File: config.mk
export PLATFORM = sky130hd
export DESIGN_NAME = btn_counter_stage
export DESIGN_NICKNAME = d
export VERILOG_FILES = /design/src/rtl/btn_counter_pkg.sv /design/src/rtl/btn_counter_stage_debounce.sv /design/src/rtl/btn_counter_stage.sv
export SDC_FILE = /design/constraint.sdc
export NUM_CORES = 1
export LEC_CHECK = 0
export CAP_MARGIN = 0
export CORE_MARGIN = 3
export CORE_UTILIZATION = 45
export CTS_BUF_LIST = sky130_fd_sc_hd__clkbuf_4 sky130_fd_sc_hd__clkbuf_8
export CTS_CLUSTER_DIAMETER = 200
export CTS_CLUSTER_SIZE = 12
export DETAILED_ROUTE_END_ITERATION = 7
export HOLD_SLACK_MARGIN = 0.03
export PLACE_DENSITY = 0.72
export SLEW_MARGIN = 20
export SYNTH_ARGS = -nofsm -noshare
export SYNTH_HDL_FRONTEND = slang
export SYNTH_SLANG_ARGS = --single-unit
File: constraint.sdc
create_clock -name clk -period 2.4 [get_ports clk]
set_input_delay 0.48 -clock clk [delete_from_list [all_inputs] [get_ports clk]]
set_output_delay 0.48 -clock clk [all_outputs]
set_load 0.01 [all_outputs]
File: src/rtl/btn_counter_pkg.sv
// Shared types and defaults for the button-driven counter stage.
package btn_counter_pkg;

    localparam int DEFAULT_WIDTH           = 4;
    localparam int DEFAULT_DEBOUNCE_CYCLES = 16;

    // Bit positions of each button inside the packed button vectors
    localparam int BTN_UP   = 0;
    localparam int BTN_DOWN = 1;
    localparam int BTN_LOAD = 2;
    localparam int NUM_BTNS = 3;

    typedef enum logic [1:0] {
        IDLE,
        APPLY,
        WAIT_REL
    } state_t;

    typedef enum logic [1:0] {
        CMD_NONE,
        CMD_LOAD,
        CMD_UP,
        CMD_DOWN
    } cmd_t;

    // Load wins over everything; up and down together cancel each other out
    function automatic cmd_t select_cmd(input logic load, input logic up, input logic down);
        cmd_t cmd;
        cmd = CMD_NONE;
        if (load) begin
            cmd = CMD_LOAD;
        end else if (up && !down) begin
            cmd = CMD_UP;
        end else if (down && !up) begin
            cmd = CMD_DOWN;
        end
        return cmd;
    endfunction

endpackage

File: src/rtl/btn_counter_stage_debounce.sv
// Two-flop synchroniser plus stability counter for one raw push-button.
// stb follows the synchronised level only after it has differed for
// DEBOUNCE_CYCLES consecutive cycles; rise pulses on the edge stb goes high.
module btn_debounce
    import btn_counter_pkg::*;
#(
    parameter int DEBOUNCE_CYCLES = DEFAULT_DEBOUNCE_CYCLES
) (
    input  logic clk,
    input  logic reset,
    input  logic btn,
    output logic stb,
    output logic rise
);

    localparam int CW = (DEBOUNCE_CYCLES > 2) ? $clog2(DEBOUNCE_CYCLES) : 1;
    localparam logic [CW-1:0] CNT_LAST = CW'(DEBOUNCE_CYCLES - 1);

    logic          sync1_reg;
    logic          sync2_reg;
    logic [CW-1:0] cnt_reg;
    logic          stb_reg;
    logic          rise_reg;

    // Synchronise, count consecutive differing cycles, accept on the last one
    always_ff @(posedge clk or posedge reset) begin
        if (reset) begin
            sync1_reg <= 1'b0;
            sync2_reg <= 1'b0;
            cnt_reg   <= '0;
            stb_reg   <= 1'b0;
            rise_reg  <= 1'b0;
        end else begin
            sync1_reg <= btn;
            sync2_reg <= sync1_reg;
            rise_reg  <= 1'b0;
            if (sync2_reg != stb_reg) begin
                if (cnt_reg == CNT_LAST) begin
                    stb_reg  <= sync2_reg;
                    cnt_reg  <= '0;
                    rise_reg <= sync2_reg;
                end else begin
                    cnt_reg <= cnt_reg + 1'b1;
                end
            end else begin
                cnt_reg <= '0;
            end
        end
    end

    assign stb  = stb_reg;
    assign rise = rise_reg;

endmodule

File: src/rtl/btn_counter_stage.sv
// Debounces up/down/load buttons and drives a WIDTH-bit counter. Each
// accepted command produces a one-cycle en_out strobe with the new word on
// d_out for a downstream enable-gated register. Further presses are ignored
// until every button has been released.
module btn_counter_stage
    import btn_counter_pkg::*;
#(
    parameter int WIDTH           = DEFAULT_WIDTH,
    parameter int DEBOUNCE_CYCLES = DEFAULT_DEBOUNCE_CYCLES
) (
    input  logic             clk,
    input  logic             reset,
    input  logic             btn_up,
    input  logic             btn_down,
    input  logic             btn_load,
    input  logic [WIDTH-1:0] load_val,
    output logic [WIDTH-1:0] q,
    output logic             en_out,
    output logic [WIDTH-1:0] d_out,
    output logic             overflow,
    output logic             underflow
);

    logic [NUM_BTNS-1:0] btn_raw;
    logic [NUM_BTNS-1:0] stb_vec;
    logic [NUM_BTNS-1:0] rise_vec;

    assign btn_raw[BTN_UP]   = btn_up;
    assign btn_raw[BTN_DOWN] = btn_down;
    assign btn_raw[BTN_LOAD] = btn_load;

    genvar gi;
    generate
        for (gi = 0; gi < NUM_BTNS; gi++) begin : g_db
            btn_debounce #(
                .DEBOUNCE_CYCLES(DEBOUNCE_CYCLES)
            ) u_db (
                .clk  (clk),
                .reset(reset),
                .btn  (btn_raw[gi]),
                .stb  (stb_vec[gi]),
                .rise (rise_vec[gi])
            );
        end
    endgenerate

    state_t           state_reg;
    state_t           state_next;
    cmd_t             cmd_sel;
    logic [WIDTH-1:0] q_reg;
    logic [WIDTH-1:0] q_next;
    logic             en_reg;
    logic             en_next;
    logic             ovf_reg;
    logic             ovf_next;
    logic             udf_reg;
    logic             udf_next;

    // Rise pulses are already registered, so the command decode has no input path
    assign cmd_sel = select_cmd(rise_vec[BTN_LOAD], rise_vec[BTN_UP], rise_vec[BTN_DOWN]);

    // State register
    always_ff @(posedge clk or posedge reset) begin
        if (reset) begin
            state_reg <= IDLE;
        end else begin
            state_reg <= state_next;
        end
    end

    // Next-state logic: one APPLY cycle per command, then lock out until release
    always_comb begin
        state_next = state_reg;
        case (state_reg)
            IDLE:     if (cmd_sel != CMD_NONE) state_next = APPLY;
            APPLY:    state_next = WAIT_REL;
            WAIT_REL: if (stb_vec == '0) state_next = IDLE;
            default:  state_next = IDLE;
        endcase
    end

    // Output logic: compute the word and flags that become visible in APPLY
    always_comb begin
        q_next   = q_reg;
        en_next  = 1'b0;
        ovf_next = 1'b0;
        udf_next = 1'b0;
        if (state_reg == IDLE) begin
            case (cmd_sel)
                CMD_LOAD: begin
                    q_next  = load_val;
                    en_next = 1'b1;
                end
                CMD_UP: begin
                    q_next   = q_reg + 1'b1;
                    ovf_next = &q_reg;
                    en_next  = 1'b1;
                end
                CMD_DOWN: begin
                    q_next   = q_reg - 1'b1;
                    udf_next = ~|q_reg;
                    en_next  = 1'b1;
                end
                default: ;
            endcase
        end
    end

    // Output registers so every port is driven straight from a flop
    always_ff @(posedge clk or posedge reset) begin
        if (reset) begin
            q_reg   <= '0;
            en_reg  <= 1'b0;
            ovf_reg <= 1'b0;
            udf_reg <= 1'b0;
        end else begin
            q_reg   <= q_next;
            en_reg  <= en_next;
            ovf_reg <= ovf_next;
            udf_reg <= udf_next;
        end
    end

    assign q         = q_reg;
    assign d_out     = q_reg;
    assign en_out    = en_reg;
    assign overflow  = ovf_reg;
    assign underflow = udf_reg;

endmodule

; ---- Word level (Yosys, flattened, before mapping)
; Cells that the tools add are included.
[classes]
eq_ne = 13
add_sub_neg = 5
n_mux = 25
reduce_logical = 17
[ops]
columns = operator, count
row1 = $mux W4, 6
row2 = $add A4 B1 Y4 const B, 4
row3 = $eq A4 B4 Y1 const B, 3
row4 = $mux W1, 12
row5 = $pmux W4 S3, 1
row6 = $mux W2, 5
row7 = $reduce_and A2 Y1, 5
row8 = $eq A2 B2 Y1 const B, 3
row9 = $pmux W2 S3, 1
row10 = $eq A2 B1 Y1 const B, 2
row11 = $ne A2 B2 Y1 const B, 2
row12 = $reduce_and A4 Y1, 1
row13 = $reduce_or A4 Y1, 1
row14 = $sub A4 B1 Y4 const B, 1
row15 = $logic_not A1 Y1, 3
row16 = $logic_not A3 Y1, 1
row17 = $ne A1 B1 Y1, 3
row18 = $reduce_bool A3 Y1, 1
row19 = $reduce_or A3 Y1, 1
row20 = $logic_and A1 B1 Y1, 2
row21 = $logic_not A2 Y1, 1
row22 = $reduce_bool A2 Y1, 1
[totals]
ff_bits = 33
out_inout_bits = 11
wordCells = 80
inputBits = 9

; ---- Longest topological paths before layout
[logic_depth]
word_depth = 9
depth_mapped = 9
mapped_depth_nobuf = 9

; ---- Hierarchy
; Synthesis repeated with hierarchy kept, for this count alone.
[unflattened]
hier_cells = 114
area_unflattened_um2 = 1437.6
[by_module_without_submodules]
columns = module, cells_each, area_each_um2, n_inst
row1 = btn_debounce, 21, 306.5, 3
row2 = btn_counter_stage, 51, 518.0, 1

; ---- Worst setup path after synthesis
; OpenSTA, ideal clock, no wires.
[synth_timing]
path_kind = register -> register
from = register g_db[0].u_db.rise_reg
to = register q_reg[2], in the netlist d_out[2]
t_arrival_ns = 1.624
period_less_slack_ns = 1.747
path_stages_with_launch = 10
path_slack_ns = 0.653
path_cell_list = dfrtp_1 -> inv_1 -> ha_1 -> nor3b_2 -> xor2_1 -> ha_1 -> nor2_1 -> mux2i_1 -> a21oi_1 -> a2bb2oi_1
[synth_via]
elab_chain_cells = 8
[synth_rtl]
columns = element, line
row1 = "start, declared", btn_counter_stage_debounce.sv:23  ; logic rise_reg;
row2 = "start signal, assigned", btn_counter_stage_debounce.sv:41  ; rise_reg <= sync2_reg;
row3 = $logic_not A1 Y1, btn_counter_pkg.sv:34  ; end else if (down && !up) begin
row4 = $logic_and A1 B1 Y1, btn_counter_pkg.sv:34
row5 = $mux W2, btn_counter_pkg.sv:34
row6 = $mux W2 (*), btn_counter_pkg.sv:32  ; end else if (up && !down) begin
row7 = $mux W2 (*), btn_counter_pkg.sv:30  ; if (load) begin
row8 = $eq A2 B2 Y1 / $eq A2 B1 Y1 (equally long branches), btn_counter_stage.sv:89  ; case (cmd_sel)
row9 = $reduce_bool A3 Y1 (no line), n/a
row10 = $reduce_and A2 Y1 (no line), n/a
row11 = "end signal, assigned", btn_counter_stage.sv:117  ; q_reg <= q_next;
row12 = "end, declared", btn_counter_stage.sv:50  ; logic [WIDTH-1:0] q_reg;
; Every way passes the cells marked *; elsewhere a longest branch is shown, timed or not.
; A chain may end at the register's enable or synchronous reset.

; ---- Final worst setup path
; Same ends and word-level chain as after synthesis.

==> flow_summary.toml <==
[synthesis]
synth_xor_area_share_pct = 4.32
synth_area_um2 = 1420
yosys-top-cells-count = "dfrtp_1 (33), nor2_1 (9), a21oi_1 (7), inv_1 (7)"
avgSynthCellArea_um2 = 12.0
synth_fp_nets = 132
synth_top_family_by_area = "simple AND/OR/NAND/NOR gates"
ys_seq_area_share_pct = 58.2
synth_edf_count = 0
synth_simple_gate_area_share_pct = 14.2
synth_warnings = 0
yosys.area.top_type = "dfrtp_1"
synth_top_cell_area_share_pct = 58.2
async_flop_share_pct = 100
muxShareOfSynthArea_pct = 3.79
ys_ff_latch = 33
yosys.area_share.adder_pct = 4.41
ys.flop_type = "dfrtp_1"
netlist_instances = 118
synth_area_leaders = "dfrtp_1 (58%), ha_1 (4.4%), xnor2_1 (3.7%), nor3b_1 (2.6%), a21oi_1 (2.5%)"
synth-compound-area-share_pct = 10.5
synth.distinct_cells = 29
synth_most_common_cell = "dfrtp_1"

[die]
die_x_um = 62.2
ioPinCount = 20
dieArea_um2 = 3860
num_rows = 19
fp.dieH_um = 62.2
initial_core_util_pct = 49.3
core_um2 = 2880

[drt]
drt-total-wl_um = 2240
drc = 0
ant_nets = 0
vias = 953
first_iter_violations = 33
vias_per_cell = 5.21
firstDrtPassIters = 4
wl_per_cell_um = 12.3

[place]
hpwl_um = 1640
placedCellCount = 175
port_buffers = 19
dp_slack_ps = 479
gp_congestion = 0.751

[critical_path]
path_cells = "inv_1 -> ha_1 -> nor3b_2 -> xor2_1 -> ha_1 -> nor2_1 -> mux2i_1 -> o22ai_1 -> a2bb2oi_1"
crit_path_top_delay_cell = "dfrtp_1"
slowest_delay_ps = 340
crit_fanout = 3
arrival_ps = 2230
cp-start-kind = "register"
critPathKind = "register to register"
reg2reg_to = "d_out[2]"
critPathCaptureType = "register"
cpMostUsedCell = "ha_1"
r2r-start = "g_db[0].u_db.rise"
r2r_slack_ps = 410
reg2reg_depth = 9
cp.required_ps = 2640

[clock_network]
clk_latency_ps = 320
cts_buffers = 5
postCtsResizedCells = 0
clk_pin_slew_worst_paths_ps = 100
clock-sinks = 33
cts_hold_buf = 0
cts_tree = "yes"
clock_path_buffers = 2
htree_levels = 2
root_buffer = "clkbuf_4"
post-cts-setup-buffer-count = 0

[power]
powerDensity_nw_per_um2 = 627
power_uw = 1080
peakVddDrop_mv = 0.320
p_leak_uw = 0.000742

[sta]
rsz0062_at_grt = "false"
timing.hold.ws_ps = 355
max_freq_mhz = 503
drv_slew = 0
tns_ps = 0
fin_crit_sh_pct = 82.8
setup_slack_ps = 412
relSlewSlack_pct = 51.1
worst_pin_slew_ps = 731
finClkSkew_ps = 5.57
setup_viol = 0
final_hold_viol_count = 0
period_minus_slack_ps = 1990

[grt]
grt_pass1_wl_um = 4070
first_global_vias = 984
grt_use_total_pct = 13.3
overflow = 0
antenna_found_initial = 0
grt_max_degree = 34

[status]
status = "finished, final reports clean"

[worst_hold_path]
hold_class = "register to register"
worstHoldStart = "g_db[1].u_db.sync1_reg"
min_to = "g_db[1].u_db.sync2_reg"
hold_depth = 0

[layout]
largest_reg_flops = 12
stdcell_count = 183
drive_gt1_share_pct = 12.8
diodes = 0
nFillCells = 236
area_growth_syn_to_layout_pct = 21.4
layout.nets = 154

[job]
maxCapViolations = 0
-- routing by layer --
metal	vias to the layer above	part of all wire [%]	track usage, %
met2	31	52	22.6
met1	462	42	14.8
met5	-	0	0
met4	0	1.5	8.56
met3	4	4.6	3.42
li1	456	-	-
-- where the power goes --
group / leakage (uW) / total, uW / internal (uW) / switching (uW)
registers: 0.000434 / 589 / 573 / 16.0
clock network: 0.0000489 / 433 / 260 / 173
logic: 0.000259 / 57.7 / 31.5 / 26.3
-- cell families after synthesis --
logic type,after synthesis
multiplexers,5
adder cells (fa/ha/maj),5
buffers and inverters,13
AND/OR/NAND/NOR,32
XOR/XNOR,7
flip-flops,33
AO/OA/AOI/OAI,23
-- worst max-delay path: cells and delay by family (launching register included) --
kind	cells	cell delay (ps)
AO/OA/AOI/OAI	2	320
adder cells (fa/ha/maj)	2	530
multiplexers	1	210
AND/OR/NAND/NOR	2	300
flip-flops	1	340
XOR/XNOR	1	190
buffers and inverters	1	40
-- placed cells by master, fill, tap and decap left out --
cell type | netlist | final
nor2b_1 | 4 | 4
a211o_4 | 1 | 1
clkdlybuf4s50_1 | 0 | 19
nand3_1 | 4 | 4
a311oi_1 | 1 | 1
a21oi_1 | 7 | 7
a21oi_2 | 1 | 1
nand4b_1 | 3 | 3
o311ai_0 | 1 | 1
nor3b_2 | 1 | 1
a2bb2oi_1 | 2 | 2
xor2_1 | 1 | 1
inv_1 | 7 | 7
buf_4 | 4 | 1
nor2_1 | 9 | 9
xnor2_1 | 6 | 6
mux2_2 | 3 | 3
dfrtp_1 | 33 | 33
and4_1 | 1 | 1
nor3b_1 | 5 | 5
o22ai_1 | 2 | 2
o21ai_1 | 2 | 2
inv_2 | 1 | 1
clkbuf_8 | 0 | 1
ha_1 | 5 | 5
nor4b_2 | 1 | 1
o21ai_0 | 6 | 6
nand2_1 | 3 | 3
clkbuf_4 | 0 | 6
and4b_2 | 1 | 1
bufinv_16 | 0 | 1
mux2i_1 | 2 | 2
-- stage by stage --
stage          utilization [%]  cell area (um2)
2_1_floorplan                -             1420
3_3_place_gp              56.8             1630
3_5_place_dp              56.8             1630
4_1_cts                   59.9             1720
5_1_grt                   59.9             1720
6_report                  59.9             1720
-- area by class of cell --
class	instances	area, um2	area share, %
flip-flops and latches	33	826	47.9
multi-input cells	72	528	30.6
repair buffers	20	198	11.5
clock buffers	7	58.8	3.41
well taps	42	52.6	3.05
clock inverters	1	30.0	1.74
inverters	8	30.0	1.74
-- worst max path at each step --
stage                    end  depth (start not counted)               from  slack [ps]
floorplan           d_out[2]                          9  g_db[0].u_db.rise         650
global placement    d_out[2]                          9  g_db[0].u_db.rise         580
detailed placement  d_out[2]                          9  g_db[0].u_db.rise         480
CTS                 d_out[2]                          9  g_db[0].u_db.rise         420
global route        d_out[2]                          9  g_db[0].u_db.rise         210
finish              d_out[2]                          9  g_db[0].u_db.rise         410
(Power assumes the default switching activity.)
==> RTL edit (same flow settings) <==
Reset style: synchronous (`reset`), changed in 3 clocked blocks.
--- a/src/rtl/btn_counter_stage_debounce.sv
+++ b/src/rtl/btn_counter_stage_debounce.sv
@@ -24,5 +24,5 @@
 
     // Synchronise, count consecutive differing cycles, accept on the last one
-    always_ff @(posedge clk or posedge reset) begin
+    always_ff @(posedge clk) begin
         if (reset) begin
             sync1_reg <= 1'b0;
--- a/src/rtl/btn_counter_stage.sv
+++ b/src/rtl/btn_counter_stage.sv
@@ -61,5 +61,5 @@
 
     // State register
-    always_ff @(posedge clk or posedge reset) begin
+    always_ff @(posedge clk) begin
         if (reset) begin
             state_reg <= IDLE;
@@ -108,5 +108,5 @@
 
     // Output registers so every port is driven straight from a flop
-    always_ff @(posedge clk or posedge reset) begin
+    always_ff @(posedge clk) begin
         if (reset) begin
             q_reg   <= '0;
Function: no difference found for any inputs over 10 cycles, from zero or initial values and one cycle with reset high; that may be too few to reach the edited logic, so the function may still have changed.
==> RTL edit against the unedited design <==
- wire length rose by 4.5%
- setup slack got worse by 0.23 ns
- final area fell by 6.0%
- non-clock buffer count did not move
- die area fell by 3.0%
- total power fell by 14%
- area after synthesis fell by 3.4%
- synthesized cell count rose by 19%
- via count rose by 6.5%
- first-iteration DRC count rose by 64%
- critical path depth did not move
- sequential cell count did not move
- largest cell class unchanged
==> RTL edit: results (changes against the unedited design) <==
clk_latency_ns: 0.33
seqPwrFrac_pct: 59.7  # +5.1 points
critical_path_arrival_ns: 2.50  # +0.27 ns
place_area_sq_um: 1550  # -5.4%
whs_endpoint: "g_db[1].u_db.sync2_reg"
cpMaxStageDelayCell: "or3b_4"
synthTopCellsByCount: "33 x dfxtp_1, 20 x nor2_1, 9 x xnor2_1, 8 x nor3_1, 7 x nand3_1"
dp_cells: 182  # +4.0%
leakagePower_nw: 0.629  # -15%
gp_congestion: 0.813  # +8.3%
m1WireLength_um: 998  # +5.8%
ys.flop_type: "dfxtp_1"
fin_worst_skew_ns: 0.0105  # +0.00493 ns
grt_max_degree: 26  # -24%
grtUsageTotal_pct: 14.5  # +1.2 points
yosys-top-cells-area: "dfxtp_1 48%, xnor2_1 5.7%, nor2_1 5.5%"
grt_pass1_vias: 952  # -3.3%
r2r-start: "g_db[0].u_db.rise"
antenna_found_initial: 0  # unchanged
vias: 1015  # +6.5%
pre_cts_ws_ns: 0.194  # -0.286 ns
cp_top_family: "simple AND/OR/NAND/NOR gates"
drt-pass1-iter-count: 4  # unchanged
grt_pass1_wl_um: 3860  # -5.1%
min_path_cells: 1  # +1
syn_area_per_cell_sq_um: 9.73  # -19%
wirelength_um: 2340  # +4.5%
holdCritStartpoint: "g_db[1].u_db.sync1_reg"
async_reset_ff_share_pct: 0  # -100 points
cts-root-buf: "clkbuf_4"
vdd_drop_max_mv: 0.435  # +36%
ctsResizeCount: 0  # unchanged
use_met3_pct: 6.71  # +3.3 points
p_sw_mw: 0.191  # -11%
nets: 172  # +12%
p_clk_share_pct: 37.1  # -3.0 points
ant_nets: 0  # unchanged
use_met1_pct: 14.7  # -0.12 points
synth_cell_types: 35  # +21%
use_met2_pct: 24.5  # +1.9 points
yosysSeqAreaShare_pct: 48.2  # -10 points
hp-class: "register to register"
r2r_slack_ns: 0.18  # -0.23 ns
slew-limit-headroom_pct: 77.9  # +27 points
route.met2.wl_um: 1130  # -2.7%
drtIter0Drc: 54  # +64%
slowest_delay_ns: 0.42  # +0.08 ns
hold_slack_ns: 0.449  # +0.0941 ns
wl_met3_um: 172  # +67%
cp_common_cell: "ha_1"
syn_nets: 155  # +17%
numCtsBuffers: 5  # unchanged
instances_no_fill: 190  # +3.8%
r2r-end: "d_out[2]"
worst-path-max-fanout: 6  # +3
dp_hpwl_um: 1670  # +1.8%
status: "finished, final reports clean"
power_density_nw_per_um2: 576  # -8.1%
layout-drive-gt1-share_pct: 9.43  # -3.3 points
-- RTL edit: layout make-up --
cell class,count,area (sq um)
fillers,245,1210
flip-flops and latches,33,661
multi-input cells,97,648
repair buffers,20,198
clock buffers,7,65.1
well taps,31,38.8
clock inverters,1,5.00
inverters,1,3.75
-- RTL edit: worst max path at each step --
| stage | slack (ns) | cells after the start | start | end |
|---|---|---|---|---|
| detailed placement | 0.19 | 9 | g_db[0].u_db.rise | d_out[2] |
| floorplan | 0.36 | 9 | g_db[0].u_db.rise | d_out[2] |
| global placement | 0.30 | 9 | g_db[0].u_db.rise | d_out[2] |
| CTS | 0.17 | 9 | g_db[0].u_db.rise | d_out[2] |
| global route | 0.02 | 9 | g_db[0].u_db.rise | d_out[2] |
| finish | 0.18 | 9 | g_db[0].u_db.rise | d_out[2] |
-- RTL edit: cell families after synthesis --
group,count (synthesis),synth area share [%]
simple gates,62,24.2
xor+xnor,12,7.66
flops,33,48.2
compound gates,12,6.20
buf+inv,11,4.74
mux,6,4.47
fa+ha+maj,5,4.56
